[src/rtl/ctrl_pipe_pkg.sv]
// Shared types and constants for the decode-to-writeback control-word pipeline.
package ctrl_pipe_pkg;

    typedef enum logic [1:0] {
        MC_IDLE = 2'd0,
        MC_BUSY = 2'd1,
        MC_DONE = 2'd2
    } mc_state_e;

    typedef struct packed {
        logic valid;
        logic mc;
    } stage_flags_t;

    localparam stage_flags_t FLAGS_BUBBLE = '{valid: 1'b0, mc: 1'b0};

    // Counter must hold MC_LAT-2 and still have headroom for MC_LAT=1.
    function automatic int unsigned mc_cnt_w(input int unsigned lat);
        return $clog2(lat) + 1;
    endfunction

endpackage

[src/rtl/ctrl_pipe_chain_mc_timer.sv]
// Multi-cycle-op timer: holds the EX register until its word has spent MC_LAT cycles there.
module mc_timer
    import ctrl_pipe_pkg::*;
#(
    parameter int unsigned MC_LAT = 4
) (
    input  logic clk,
    input  logic rst,
    input  logic ex_valid,
    input  logic ex_mc,
    input  logic ex_load,
    input  logic ex_flush,
    output logic hold,
    output logic done
);

    localparam int unsigned     CNT_W     = mc_cnt_w(MC_LAT);
    localparam logic [CNT_W-1:0] CNT_START = CNT_W'(MC_LAT - 2);
    localparam logic            MULTI     = (MC_LAT > 1);

    mc_state_e        state_q, state_d;
    logic [CNT_W-1:0] cnt_q, cnt_d;
    logic             mc_word;

    assign mc_word = ex_valid & ex_mc & ~ex_flush;

    always_ff @(posedge clk or negedge rst) begin
        if (!rst) begin
            state_q <= MC_IDLE;
            cnt_q   <= '0;
        end else begin
            state_q <= state_d;
            cnt_q   <= cnt_d;
        end
    end

    // Outputs depend only on state and EX contents so the hold chain has no loop.
    always_comb begin
        hold = 1'b0;
        done = 1'b0;
        case (state_q)
            MC_IDLE: begin
                hold = MULTI & mc_word;
                done = ~MULTI & mc_word;
            end
            MC_BUSY: begin
                hold = (cnt_q != '0);
                done = (cnt_q == '0) & ~ex_flush;
            end
            default: ;
        endcase
    end

    always_comb begin
        state_d = state_q;
        cnt_d   = cnt_q;
        if (ex_flush) begin
            state_d = MC_IDLE;
            cnt_d   = '0;
        end else begin
            case (state_q)
                MC_IDLE: begin
                    if (MULTI && mc_word) begin
                        state_d = MC_BUSY;
                        cnt_d   = CNT_START;
                    end
                end
                MC_BUSY: begin
                    if (cnt_q != '0) begin
                        cnt_d = cnt_q - CNT_W'(1);
                    end else begin
                        state_d = ex_load ? MC_IDLE : MC_DONE;
                    end
                end
                MC_DONE: begin
                    if (ex_load) begin
                        state_d = MC_IDLE;
                    end
                end
                default: state_d = MC_IDLE;
            endcase
        end
    end

endmodule

[src/rtl/ctrl_pipe_chain.sv]
// Control-word pipeline ID->WB with per-stage stall/flush, bubble collapse and multi-cycle EX hold.
module ctrl_pipe_chain
    import ctrl_pipe_pkg::*;
#(
    parameter int unsigned NREG   = 3,
    parameter int unsigned CW_W   = 24,
    parameter int unsigned EX_IDX = 0,
    parameter int unsigned MC_LAT = 4
) (
    input  logic                 clk,
    input  logic                 rst,
    input  logic [CW_W-1:0]      cw_d,
    input  logic                 valid_d,
    input  logic                 mc_d,
    input  logic [NREG-1:0]      stall_i,
    input  logic [NREG-1:0]      flush_i,
    output logic [NREG*CW_W-1:0] cw_q,
    output logic [NREG-1:0]      valid_q,
    output logic [NREG-1:0]      stall_o,
    output logic                 mc_busy,
    output logic                 mc_done
);

    logic [CW_W-1:0] cw_stage_q [NREG];
    stage_flags_t    flags_q    [NREG];
    logic [NREG-1:0] eff;
    logic            hold_below;
    logic            ex_hold;
    logic            ex_load;

    // Hold propagates upward only through occupied stages, so bubbles get squeezed out.
    always_comb begin
        eff        = '0;
        hold_below = 1'b0;
        for (int k = int'(NREG) - 1; k >= 0; k--) begin
            eff[k]     = stall_i[k] | ((k == int'(EX_IDX)) & ex_hold) | (flags_q[k].valid & hold_below);
            hold_below = eff[k];
        end
    end

    for (genvar k = 0; k < NREG; k++) begin : g_stage
        logic [CW_W-1:0] prev_cw;
        stage_flags_t    prev_flags;
        logic            prev_held;
        logic [CW_W-1:0] cw_stage_d;
        stage_flags_t    flags_d;

        if (k == 0) begin : g_head
            assign prev_cw    = cw_d;
            assign prev_flags = '{valid: valid_d, mc: mc_d};
            assign prev_held  = 1'b0;
        end else begin : g_body
            assign prev_cw    = cw_stage_q[k-1];
            assign prev_flags = flags_q[k-1];
            assign prev_held  = eff[k-1];
        end

        always_comb begin
            cw_stage_d = prev_cw;
            flags_d    = prev_flags;
            if (flush_i[k]) begin
                cw_stage_d = '0;
                flags_d    = FLAGS_BUBBLE;
            end else if (eff[k]) begin
                cw_stage_d = cw_stage_q[k];
                flags_d    = flags_q[k];
            end else if (prev_held) begin
                cw_stage_d = '0;
                flags_d    = FLAGS_BUBBLE;
            end
        end

        always_ff @(posedge clk or negedge rst) begin
            if (!rst) begin
                cw_stage_q[k] <= '0;
                flags_q[k]    <= FLAGS_BUBBLE;
            end else begin
                cw_stage_q[k] <= cw_stage_d;
                flags_q[k]    <= flags_d;
            end
        end

        assign cw_q[k*CW_W +: CW_W] = cw_stage_q[k];
        assign valid_q[k]           = flags_q[k].valid;
    end

    assign ex_load = ~eff[EX_IDX];

    mc_timer #(
        .MC_LAT (MC_LAT)
    ) u_timer (
        .clk      (clk),
        .rst      (rst),
        .ex_valid (flags_q[EX_IDX].valid),
        .ex_mc    (flags_q[EX_IDX].mc),
        .ex_load  (ex_load),
        .ex_flush (flush_i[EX_IDX]),
        .hold     (ex_hold),
        .done     (mc_done)
    );

    assign mc_busy = ex_hold;
    assign stall_o = eff;

endmodule
[config.mk]
export PLATFORM = sky130hd
export DESIGN_NAME = ctrl_pipe_chain
export DESIGN_NICKNAME = d
export VERILOG_FILES = /design/src/rtl/ctrl_pipe_pkg.sv /design/src/rtl/ctrl_pipe_chain_mc_timer.sv /design/src/rtl/ctrl_pipe_chain.sv
export SDC_FILE = /design/constraint.sdc
export NUM_CORES = 1
export LEC_CHECK = 0
export CORE_AREA = 8 8 118 120
export DETAILED_ROUTE_END_ITERATION = 16
export DIE_AREA = 0 0 126 128
export PLACE_DENSITY_LB_ADDON = 0.1
export SLEW_MARGIN = 10
export SYNTH_ARGS = -nofsm -noshare
export SYNTH_HDL_FRONTEND = slang
export SYNTH_SLANG_ARGS = --single-unit
export TNS_END_PERCENT = 20
[constraint.sdc]
create_clock -name clk -period 2.09 [get_ports clk]
set_input_delay 0.418 -clock clk [delete_from_list [all_inputs] [get_ports clk]]
set_output_delay 0.418 -clock clk [all_outputs]
set_load 0.02 [all_outputs]
==> flow_summary.toml <==
[drt]
wire_per_inst_um = 17.48
drc = 0
vias = 2494
avgViaCountPerCell = 4.576
drt_wl_total_mm = 9.525
dr.pass1.iters = 4
drtIter0Drc = 105
drtAntennaViolNets = 0

[place]
gp_congestion = 0.7039
dp_hpwl_mm = 6.823
dp.cells = 525
dp_slack_ns = -0.5158
port_buffers = 113

[critical_path]
path_max_fanout = 4
cp_slowest_cell = "clkdlybuf4s50_1"
startpoint_type = "input pin"
cp.arrival_ns = 1.68
cp-end-kind = "output pin"
criticalPathCategory = "input pin to output pin"
cp_cell_sequence = "clkdlybuf4s50_1, a21o_1, a21oi_2, nor2b_4, inv_2, buf_6"
cpPeakStageDelay_ns = 0.48
worstPathRequired_ns = 1.67

[yosys]
synth_top_cell_area_share_pct = 58.95
syn-cell-area_mm2 = 0.003438
synth-seq-cells = 81
synthFlopType = "dfrtp_1"
synth_nets = 300
ys_top_cells_by_count = "81 x dfrtp_1, 53 x nand2b_1, 34 x a22o_1"
syn_area_per_cell_um2 = 13.02
synth-edff-count = 0
syn_inst = 264
ys_warn_count = 0
yosysSeqAreaShare_pct = 58.95
synth.most_common_cell = "dfrtp_1"
synthTopCellsByArea = "dfrtp_1 59%, nand2b_1 9.6%, a22o_1 8.7%, mux2i_1 7.6%, a22o_2 4.7%"
async_reset_ff_share_pct = 100.0
yosysTopAreaCell = "dfrtp_1"
synth.distinct_cells = 26

[cells_and_area]
n_fill_cell = 1153
multi_input_area_mm2 = 0.001314
final-instance-count-excl-fill = 545
drive_gt1_share_pct = 19.24
layout.area.seq_mm2 = 0.002027
design.final.nets = 426
diodes = 0
finish.utilization_pct = 42.89
area_delta_synth_final_pct = 52.29

[sta]
min_period_over_period_pct = 100.3
fin_skew_ns = 0.008453
setup_viol = 1
fmax_ghz = 0.4773
slew_headroom_pct = 29.95
whs_ns = 0.03758
hold_viol_final = 0
fin_ws_ns = -0.005227
slew_viol_final = 0
worstMarginPinSlew_ns = 1.046
rsz0062_at_grt = "true"
period_minus_slack_ns = 2.095

[clock_tree]
cts_sinks = 81
cts_max_path_buffers = 2
holdBufCountCts = 0
root_buffer = "clkbuf_16"
htree_levels = 3
insertion_delay_ns = 0.33
cts_tree = "yes"
cts_buffers = 9
clk_pin_slew_worst_paths_ns = 0.06

[grt]
grt_pass1_vias = 2757
grt_overflow = 0
grt_max_degree = 57
grt_usage_pct = 12.20
grt_pass1_wl_mm = 15.31
antenna_found_initial = 0

[pwr]
power_per_cell_area_mw_per_mm2 = 748.8
p_leak_nw = 2.329
max-vdd-ir-drop_mv = 0.3611

[die]
chipHeight_um = 128
initial_core_util_pct = 28.16
io_pins = 114
row_count = 41
dieArea_mm2 = 0.01613
die-width_um = 126
design.core.area_mm2 = 0.01221

[job]
drv_cap = 0

[run_status]
violations = "negative setup slack"
status = "complete, but fails checks"

[min_path]
worstHoldPathType = "input pin to async pin"
-- layout make-up --
type                    instances  area share [%]
clock buffers                  11           4.444
multi-input cells             156           25.09
clock inverters                 5           1.983
inverters                       4          0.2867
repair buffers                138           25.90
flip-flops and latches         81           38.71
well taps                     150           3.584
-- layout by cell type, fill, tap and decap left out, types with 2 or more instances in the layout --
master and n:
nand2b_1 52, a22o_2 16, buf_4 22, nor2_1 4, mux2i_1 26, dfrtp_1 81, inv_2 3, buf_6 2
clkbuf_1 2, clkdlybuf4s50_1 108, bufinv_16 3, nor2b_4 2, clkbuf_16 9, nor3_1 2, a22o_1 34, buf_12 3
a21oi_1 4, ha_4 2, clkdlybuf4s15_2 2
-- layer usage --
metal | vias up | part of all wire [%] | GRT usage (%)
met2 | 61 | 47 | 19.38
li1 | 1186 | - | -
met1 | 1234 | 45 | 14.75
met3 | 13 | 6.4 | 3.702
met5 | - | 0 | 0
met4 | 0 | 2.0 | 6.157
-- power by group --
group          total (mW)  leakage, nW  switching [mW]  internal, mW
Sequential           1.66         1.11          0.0431          1.62
Clock                1.79        0.164           0.624          1.17
Combinational       0.470         1.05           0.231         0.238
Total                3.92         2.33           0.899          3.02
-- path summary, 6_finish.rpt --
check	start	endpoint	slack, ns	depth (start not counted)
max reg2reg	u_timer.cnt_q[1]	g_stage[2].prev_cw[11]	0.05	11
min reg2reg	cw_q[61]	cw_q[61]	0.50	1
min in group clk	cw_q[61]	cw_q[61]	0.50	1
max	stall_i[2]	stall_o[0]	-0.005	6
max in group asynchronous	rst	cw_q[62]	1.49	2
min	rst	u_timer.cnt_q[0]	0.04	1
-- per-stage QoR --
stage / cell area (um2) / TNS (ns) / power, mW
6_report: 5236 / -0.005227 / 3.921
5_1_grt: 5236 / -0.3552 / 4.068
4_1_cts: 5207 / -0.01209 / 3.971
3_5_place_dp: 4848 / -22.32 / 2.160
3_3_place_gp: 4848 / -18.10 / 2.155
2_1_floorplan: 3468 / -0.004695 / 1.900
-- repair_timing --
item / in CTS / in global routing
buffers inserted: 2 / 2
pin swaps: 3 / 3
endpoints found under the setup margin: 29 / 3
resized for setup: 18 / 4
-- worst max-delay path: cells and delay by family --
kind / cells / cell delay, ns
compound gates: 2 / 0.44
buf+inv: 3 / 0.64
simple gates: 1 / 0.18
-- flip-flops by register name, indices dropped and copies added, names as in the netlist --
| name | flops |
|---|---|
| flags_q | 1 |
| g_stage.prev_cw | 48 |
| u_timer.state_q | 2 |
| cw_q | 24 |
| u_timer.cnt_q | 3 |
| valid_q | 3 |
-- cells by family after synthesis --
family / synth area share (%)
adder cells (fa/ha/maj): 0.7277
buffers and inverters: 4.476
multiplexers: 7.897
AND/OR/NAND/NOR: 12.59
flip-flops: 58.95
AO/OA/AOI/OAI: 15.36
(Power assumes the default switching activity.)
